### src/rtl/wb_gpio_pkg.sv
// Shared register map, bus payload type and helpers for the Wishbone GPIO block.
package wb_gpio_pkg;

    localparam int unsigned WB_DATA_W      = 32;
    localparam int unsigned WB_ADDR_W      = 32;
    localparam int unsigned WB_SEL_W       = 4;
    localparam int unsigned GPIO_MAX_WIDTH = 32;

    localparam logic [WB_ADDR_W-1:0] ADDR_IO         = 32'd0;
    localparam logic [WB_ADDR_W-1:0] ADDR_DIR        = 32'd1;
    localparam logic [WB_ADDR_W-1:0] ADDR_INT_EN     = 32'd2;
    localparam logic [WB_ADDR_W-1:0] ADDR_INT_EDGE   = 32'd3;
    localparam logic [WB_ADDR_W-1:0] ADDR_INT_STATUS = 32'd4;
    localparam logic [WB_ADDR_W-1:0] ADDR_INT_BOTH   = 32'd5;

    typedef enum logic [2:0] {
        REG_IO         = 3'd0,
        REG_DIR        = 3'd1,
        REG_INT_EN     = 3'd2,
        REG_INT_EDGE   = 3'd3,
        REG_INT_STATUS = 3'd4,
        REG_INT_BOTH   = 3'd5,
        REG_NONE       = 3'd7
    } reg_sel_e;

    typedef struct packed {
        logic                 we;
        logic [WB_SEL_W-1:0]  sel;
        logic [WB_ADDR_W-1:0] adr;
        logic [WB_DATA_W-1:0] dat;
    } wb_req_t;

    function automatic reg_sel_e decode_addr(input logic [WB_ADDR_W-1:0] adr);
        reg_sel_e sel;
        case (adr)
            ADDR_IO:         sel = REG_IO;
            ADDR_DIR:        sel = REG_DIR;
            ADDR_INT_EN:     sel = REG_INT_EN;
            ADDR_INT_EDGE:   sel = REG_INT_EDGE;
            ADDR_INT_STATUS: sel = REG_INT_STATUS;
            ADDR_INT_BOTH:   sel = REG_INT_BOTH;
            default:         sel = REG_NONE;
        endcase
        return sel;
    endfunction

    // Expand byte enables into a per-bit write mask.
    function automatic logic [WB_DATA_W-1:0] lane_mask(input logic [WB_SEL_W-1:0] sel);
        logic [WB_DATA_W-1:0] m;
        m = '0;
        for (int i = 0; i < int'(WB_SEL_W); i++) begin
            m[8*i +: 8] = {8{sel[i]}};
        end
        return m;
    endfunction

endpackage

### src/rtl/gpio_sync_edge.sv
// Per-pin input synchronizer, history flop and rise/fall detection.
// Edges are suppressed until the pipeline has filled after reset release.
module gpio_sync_edge #(
    parameter int unsigned WIDTH  = 32,
    parameter int unsigned STAGES = 2
) (
    input  logic             clk,
    input  logic             rst,
    input  logic [WIDTH-1:0] pin_i,
    output logic [WIDTH-1:0] sync_o,
    output logic [WIDTH-1:0] rise_c_o,
    output logic [WIDTH-1:0] fall_c_o
);

    localparam int unsigned FILL_W    = 3;
    localparam logic [FILL_W-1:0] FILL_DONE = FILL_W'(STAGES + 1);

    logic [WIDTH-1:0]  sync_q [STAGES];
    logic [WIDTH-1:0]  hist_q;
    logic [FILL_W-1:0] fill_q;
    logic              primed;

    assign primed = (fill_q == FILL_DONE);

    always_ff @(posedge clk or negedge rst) begin
        if (!rst) begin
            for (int unsigned i = 0; i < STAGES; i++) begin
                sync_q[i] <= '0;
            end
            hist_q <= '0;
            fill_q <= '0;
        end else begin
            sync_q[0] <= pin_i;
            for (int unsigned i = 1; i < STAGES; i++) begin
                sync_q[i] <= sync_q[i-1];
            end
            hist_q <= sync_q[STAGES-1];
            if (!primed) begin
                fill_q <= fill_q + FILL_W'(1);
            end
        end
    end

    assign sync_o   = sync_q[STAGES-1];
    assign rise_c_o = primed ? (sync_q[STAGES-1] & ~hist_q) : '0;
    assign fall_c_o = primed ? (~sync_q[STAGES-1] & hist_q) : '0;

endmodule

### src/rtl/wb_gpio_irq.sv
// Wishbone-attached GPIO with per-pin edge interrupts and sticky W1C status.
// Define WB_GPIO_BOTH_EDGE_EN to enable the INT_BOTH (either-edge) register.
module wb_gpio_irq
    import wb_gpio_pkg::*;
#(
    parameter int unsigned GPIO_WIDTH  = 32,
    parameter int unsigned SYNC_STAGES = 2
) (
    input  logic                  clk,
    input  logic                  rst,
    input  logic                  wbs_we_i,
    input  logic                  wbs_cyc_i,
    input  logic                  wbs_stb_i,
    input  logic [3:0]            wbs_sel_i,
    input  logic [31:0]           wbs_adr_i,
    input  logic [31:0]           wbs_dat_i,
    output logic [31:0]           wbs_dat_o,
    output logic                  wbs_ack_o,
    output logic                  wbs_int_o,
    input  logic [GPIO_WIDTH-1:0] gpio_in,
    output logic [GPIO_WIDTH-1:0] gpio_out,
    output logic [GPIO_WIDTH-1:0] gpio_oe
);

    wb_req_t               req_c;
    reg_sel_e              reg_c;
    logic                  launch_c;
    logic [WB_DATA_W-1:0]  lane_c;
    logic [GPIO_WIDTH-1:0] wmask_c;
    logic [GPIO_WIDTH-1:0] wdata_c;
    logic [GPIO_WIDTH-1:0] w1c_c;
    logic [GPIO_WIDTH-1:0] hit_c;
    logic [GPIO_WIDTH-1:0] both_c;
    logic [GPIO_WIDTH-1:0] rd_c;

    logic [GPIO_WIDTH-1:0] sync_in;
    logic [GPIO_WIDTH-1:0] rise_c;
    logic [GPIO_WIDTH-1:0] fall_c;

    logic [GPIO_WIDTH-1:0] out_q,    out_d;
    logic [GPIO_WIDTH-1:0] dir_q,    dir_d;
    logic [GPIO_WIDTH-1:0] en_q,     en_d;
    logic [GPIO_WIDTH-1:0] edge_q,   edge_d;
    logic [GPIO_WIDTH-1:0] status_q, status_d;
    logic [WB_DATA_W-1:0]  dat_q,    dat_d;
    logic                  ack_q,    ack_d;
    logic                  int_q,    int_d;

`ifdef WB_GPIO_BOTH_EDGE_EN
    logic [GPIO_WIDTH-1:0] both_q, both_d;
    assign both_c = both_q;
`else
    assign both_c = '0;
`endif

    gpio_sync_edge #(
        .WIDTH  (GPIO_WIDTH),
        .STAGES (SYNC_STAGES)
    ) u_sync_edge (
        .clk      (clk),
        .rst      (rst),
        .pin_i    (gpio_in),
        .sync_o   (sync_in),
        .rise_c_o (rise_c),
        .fall_c_o (fall_c)
    );

    assign req_c = '{we: wbs_we_i, sel: wbs_sel_i, adr: wbs_adr_i, dat: wbs_dat_i};

    // A transfer is serviced only on the cycle its ack is launched.
    assign launch_c = wbs_cyc_i & wbs_stb_i & ~ack_q;
    assign reg_c    = decode_addr(req_c.adr);
    assign lane_c   = lane_mask(req_c.sel);
    assign wmask_c  = lane_c[GPIO_WIDTH-1:0];
    assign wdata_c  = req_c.dat[GPIO_WIDTH-1:0];

    always_comb begin
        out_d  = out_q;
        dir_d  = dir_q;
        en_d   = en_q;
        edge_d = edge_q;
        w1c_c  = '0;
`ifdef WB_GPIO_BOTH_EDGE_EN
        both_d = both_q;
`endif
        if (launch_c && req_c.we) begin
            case (reg_c)
                REG_IO:         out_d  = (out_q  & ~wmask_c) | (wdata_c & wmask_c);
                REG_DIR:        dir_d  = (dir_q  & ~wmask_c) | (wdata_c & wmask_c);
                REG_INT_EN:     en_d   = (en_q   & ~wmask_c) | (wdata_c & wmask_c);
                REG_INT_EDGE:   edge_d = (edge_q & ~wmask_c) | (wdata_c & wmask_c);
                REG_INT_STATUS: w1c_c  = wdata_c & wmask_c;
`ifdef WB_GPIO_BOTH_EDGE_EN
                REG_INT_BOTH:   both_d = (both_q & ~wmask_c) | (wdata_c & wmask_c);
`endif
                default: ;
            endcase
        end
    end

    // New edges are OR-ed in after the clear so a colliding edge survives W1C.
    always_comb begin
        hit_c    = (rise_c & edge_q) | (fall_c & ~edge_q) | ((rise_c | fall_c) & both_c);
        status_d = (status_q & ~w1c_c) | hit_c;
        int_d    = |(status_q & en_q);
        ack_d    = launch_c;
    end

    always_comb begin
        rd_c = '0;
        case (reg_c)
            REG_IO:         rd_c = (sync_in & ~dir_q) | (out_q & dir_q);
            REG_DIR:        rd_c = dir_q;
            REG_INT_EN:     rd_c = en_q;
            REG_INT_EDGE:   rd_c = edge_q;
            REG_INT_STATUS: rd_c = status_q;
            REG_INT_BOTH:   rd_c = both_c;
            default:        rd_c = '0;
        endcase
        dat_d = dat_q;
        if (launch_c && !req_c.we) begin
            dat_d = WB_DATA_W'(rd_c);
        end
    end

    always_ff @(posedge clk or negedge rst) begin
        if (!rst) begin
            out_q    <= '0;
            dir_q    <= '0;
            en_q     <= '0;
            edge_q   <= '0;
            status_q <= '0;
            dat_q    <= '0;
            ack_q    <= 1'b0;
            int_q    <= 1'b0;
`ifdef WB_GPIO_BOTH_EDGE_EN
            both_q   <= '0;
`endif
        end else begin
            out_q    <= out_d;
            dir_q    <= dir_d;
            en_q     <= en_d;
            edge_q   <= edge_d;
            status_q <= status_d;
            dat_q    <= dat_d;
            ack_q    <= ack_d;
            int_q    <= int_d;
`ifdef WB_GPIO_BOTH_EDGE_EN
            both_q   <= both_d;
`endif
        end
    end

    assign wbs_dat_o = dat_q;
    assign wbs_ack_o = ack_q;
    assign wbs_int_o = int_q;
    assign gpio_out  = out_q;
    assign gpio_oe   = dir_q;

endmodule
### config.mk
export PLATFORM = sky130hd
export DESIGN_NAME = wb_gpio_irq
export DESIGN_NICKNAME = d
export VERILOG_FILES = /design/src/rtl/wb_gpio_pkg.sv /design/src/rtl/gpio_sync_edge.sv /design/src/rtl/wb_gpio_irq.sv
export SDC_FILE = /design/constraint.sdc
export NUM_CORES = 1
export LEC_CHECK = 0
export BUFFER_PORTS_ARGS = -buffer_cell sky130_fd_sc_hd__clkbuf_2
export CORE_AREA = 3 3 174 176
export DETAILED_ROUTE_END_ITERATION = 8
export DIE_AREA = 0 0 177 179
export GPL_ROUTABILITY_DRIVEN = 0
export PLACE_DENSITY = 0.64
export SLEW_MARGIN = 40
export SYNTH_ARGS = -nofsm -noshare
export SYNTH_HDL_FRONTEND = slang
export SYNTH_SLANG_ARGS = --single-unit
### constraint.sdc
create_clock -name clk -period 2.3 [get_ports clk]
set_input_delay 0.46 -clock clk [delete_from_list [all_inputs] [get_ports clk]]
set_output_delay 0.46 -clock clk [all_outputs]
set_load 0.1 [all_outputs]
# After elaboration in Yosys (flattened, before gate mapping)
# Index checks and enable logic that the tools add are counted.
dict set report classes {
  add_sub_neg 1
  n_eq_ne 10
  muxes 6
  bitwise 29
  reduce_logical 10
}
# operator n
set ops {}
lappend ops {{32-bit AND} 13}
lappend ops {{32-bit bitwise OR} 7}
lappend ops {{32-bit inverter} 6}
lappend ops {{32-bit case mux with 5 select lines} 1}
lappend ops {{32-bit two-way mux} 4}
lappend ops {{32-bit by 2-bit equality test with 1-bit output, second input constant} 2}
lappend ops {{32-bit by 3-bit equality test with 1-bit output, second input constant} 2}
lappend ops {{32-bit by 1-bit equality test with 1-bit output, second input constant} 1}
lappend ops {{32-bit zero test} 1}
lappend ops {{32-bit OR reduction} 1}
lappend ops {{3-bit case mux with 6 select lines} 1}
lappend ops {{3-bit by 2-bit equality test with 1-bit output, second input constant} 3}
lappend ops {{2-bit AND reduction} 4}
lappend ops {{3-bit by 1-bit adder with 3-bit output, second input constant} 1}
lappend ops {{3-bit by 1-bit equality test with 1-bit output, second input constant} 1}
lappend ops {{3-bit equality test, second input constant} 1}
lappend ops {{3-bit zero test} 1}
lappend ops {{1-bit AND} 2}
lappend ops {{1-bit logical AND} 2}
lappend ops {{1-bit zero test} 1}
lappend ops {{1-bit inverter} 1}
dict set report totals {
  register_bits 293
  input_bits 105
  out_inout_bits 98
  wordCells 68
}

# Depth between registers and ports, before layout
dict set report depth {
  depth_word 8
  mapped_depth 7
  depth_no_buf 5
}

# Modules after synthesis
# Synthesis repeated with hierarchy kept, for this count alone.
dict set report hier_totals {
  cells_unflattened 1040
  hier_area_um2 13166.4
}
# module n_inst cells_per_inst area_each_um2 seq_area_each_um2
set by_module_without_submodules {}
lappend by_module_without_submodules {wb_gpio_irq 1 799 9743.1 4854.7}
lappend by_module_without_submodules {gpio_sync_edge 1 241 3423.3 2477.4}

# Worst setup path after synthesis
# No wires, ideal clock.
dict set report synth_path {
  path_kind {register to register}
  start {reg ack_q (netlist: wbs_ack_o)}
  end {reg (tool-made name)}
  setup_ns 0.128
  t_arrival_ns 2.268
  required_ns 2.172
  slack_ns -0.096
  path_stages_with_launch 8
  synth_period_minus_slack_ns 2.396
  cell_sequence {dfrtp_1 -> nand3b_1 -> inv_2 -> and3_1 -> buf_2 -> and4_1 -> buf_2 -> mux2_1}
}
# element line
set synth_rtl {}
lappend synth_rtl {{start: declaration} wb_gpio_irq.sv:46} ;# logic ack_q, ack_d;
lappend synth_rtl {{start signal: assignment} wb_gpio_irq.sv:146} ;# ack_q <= ack_d;

==> run summary <==
Largest net degree at the start of global routing -> 56
CTS Buf Count -> 34
Share of cells above drive strength 1 -> 31.54%
Min-Delay Path Class -> in2reg
Setup total negative slack -> 0 ps
Post-CTS sizing -> 0
Top-area cell type share of the netlist area -> 56.77%
Synthesized Nets -> 1152
VDD IR-drop max -> 425.4 uV
Setup crit start -> wbs_ack_o$_DFF_PN0_
DR DRC count -> 0
Slew @ Worst Pin -> 581.7 ps
Number of synthesized flops with an enable pin -> 0
Area contributors post-synth -> dfrtp_1 57%, mux2_1 9.7%, o211ai_2 2.9%, mux2i_1 2.5%, nand2_1 2.3%
Critical path arrival -> 2390 ps
Post-place setup slack -> 0.2860 ps
DR pass1 iterations -> 7
GRT overflow -> 0
R2r startpoint -> wbs_ack_o$_DFF_PN0_
Antenna cells -> 0
Critical path fanouts, max -> 8
Hold slack -> 58.94 ps
Port Buffer Count -> 202
Placed insts -> 1627
CP Depth -> 7
Die W -> 177 um
CP Buf/Inv Count -> 3
Drt first-iter violations -> 713
Clock sinks -> 293
CTS tree -> yes
Area leader, netlist -> dfrtp_1
Vias -> 9545
Most common cell after layout, fill and taps aside -> dfrtp_1
Final worst slack -> 286.7 ps
Cell Area, Synth -> 12920 um^2
Distinct cell type count after synthesis -> 46
Wirelength per Cell -> 21.53 um
Vias in the first global route -> 9572
Initial Util -> 44.88%
Yosys reg bits -> 293
Maxcap violations -> 0
Final Skew -> 9.771 ps
Setup Viol. Count Final -> 0
Synth warnings -> 0
Core area -> 28780 um^2
Overall power -> 11.13 mW
FMAX -> 0.4967 GHz
Root Buffer -> clkbuf_16
Slew Limit Headroom -> 61.38%
CP startpoint kind -> register
Post-synthesis sequential area ratio -> 56.77%
Worst-path cell chain -> nand3b_1 > buf_4 > inv_2 > and3_1 > and4_1 > buf_12 > mux2_1
First-pass GRT wire length -> 56.21 mm
CP Class -> reg2reg
GRT Overall Usage -> 23.03%
Final hold vios -> 0
Total die area -> 31680 um^2
Number of vias per cell -> 5.658
Pwr Density -> 702.5 nW/um^2
Initial antenna violation count -> 1
Leak pwr -> 7.965 nW
Total Wirelength -> 36.32 mm
Area added between synthesis and finish -> 22.65%
Crit path max-delay family -> simple AND/OR/NAND/NOR gates
Synthesized area per cell -> 12.36 um^2
Clock transition at path regs -> 60 ps
Final cycle utilization of the critical path -> 87.54%
Bufs on Longest Clock Path -> 3
R2R cell count -> 7
Hpwl dp -> 25.02 mm
H-tree depth -> 2
Top_reg_cell synth -> dfrtp_1
Io pins -> 203
Routed Antenna Nets -> 0
Max incr delay on CP -> 400 ps
Final period demand of the worst path -> 2013 ps
Most frequent cells in the layout -> 292 x dfrtp_1, 200 x clkbuf_2, 111 x mux2_1
Max-slew violation count -> 0
Final net count -> 1387
Max stage delay cell, worst path -> dfrtp_2
Multi-input gate area -> 5184 um^2
Die Ht -> 179 um
Clock insertion delay at the later pin of the skew report -> 510 ps
Status -> finished, final reports clean
RSZ-0062 raised after global routing -> no
Synth Instances -> 1045
Post-CTS setup buffer count -> 0
Hold path cells -> 1
Worst reg2reg setup slack -> 290 ps
Rows -> 62
Final cell count without fillers -> 1687
Fraction of registers with async set/reset -> 100.0%
Critical Path End Type -> register
Fill cell count -> 2450
Sequential Area -> 7333 um^2
CP required -> 2680 ps
-- worst register-to-register path: stages, from the launching register on --
cell and delay (ps):
dfrtp_2 400, nand3b_1 150, buf_4 180, inv_2 70
and3_1 340, and4_1 290, buf_12 140, mux2_1 330
-- final cells by class --
cell class	instances	area share, %
clock buffers	53	6.524
clock inverters	6	0.3949
inverters	33	0.7819
multi-input cells	658	32.72
flip-flops and latches	293	46.29
well taps	384	3.033
repair buffers	260	10.25
-- worst min path at each step --
stage	startpoint	to	slack, ps
final	gpio_in[27]	u_sync_edge.sync_q[59]$_DFF_PN0_	60
after detailed placement	u_sync_edge.sync_q[32]$_DFF_PN0_	u_sync_edge.sync_o[0]$_DFF_PN0_	330
after CTS	gpio_in[6]	u_sync_edge.sync_q[38]$_DFF_PN0_	40
after global placement	u_sync_edge.sync_q[47]$_DFF_PN0_	u_sync_edge.sync_o[15]$_DFF_PN0_	330
after global routing	gpio_in[27]	u_sync_edge.sync_q[59]$_DFF_PN0_	40
after floorplan	rst	async pin	160
-- synthesized netlist by cell type (3+ instances only) --
library cell  instances
a21oi_1              30
and3b_1              21
buf_6                 4
a22oi_1              12
buf_1                 4
or3b_2               30
nand4_4               7
nor2_1               15
dfrtp_1             293
mux2_1              111
nand4_1               5
o21ai_0              58
clkbuf_1             33
inv_1                32
and2_1                4
nand4_2               5
o21ai_1              40
mux2_2               19
mux2i_1              32
buf_2                19
nor3b_1              33
o211ai_2             30
nor4_2                3
and4_1                6
nor4_1               34
nor2b_1              31
o2111ai_1            30
nand2_1              78
-- report_power, final --
part           leakage [nW]  internal, mW  switching, mW
Combinational          3.73         0.202          0.335
Sequential             3.69          5.24         0.0532
Clock                 0.541          3.20           2.10
Total                  7.97          8.64           2.49
-- layer usage --
metal | wire length, um | vias up | track usage [%]
li1 | - | 4316 | -
met1 | 16300 | 4812 | 33.15
met2 | 16580 | 352 | 35.53
met3 | 2394 | 65 | 4.214
met4 | 1043 | 0 | 7.332
met5 | 0 | - | 0
-- per-stage QoR --
stage               area [um^2]  util [%]
detailed placement        14740     51.20
floorplan                 12920         -
finish                    15840     55.04
global route              15840     55.04
global placement          14740     51.20
CTS                       15840     55.04
-- repair_timing --
| item | in CTS | in global routing |
|---|---|---|
| setup endpoints to repair | 0 | 0 |
| hold endpoints to repair | 46 | 0 |
| hold buffers | 1 | 0 |
-- cell families after synthesis --
| kind of cell | Yosys count | synth area share [%] |
|---|---|---|
| xor gates and xnor gates | 1 | 0.06782 |
| adders and majority gates | 2 | 0.1937 |
| muxes | 162 | 13.81 |
| AOI/OAI and AO/OA | 208 | 11.15 |
| and+or+nand+nor | 285 | 14.83 |
| DFF | 293 | 56.77 |
| buffers and inverters | 94 | 3.177 |
No activity file was read; power rests on OpenSTA's default activity.
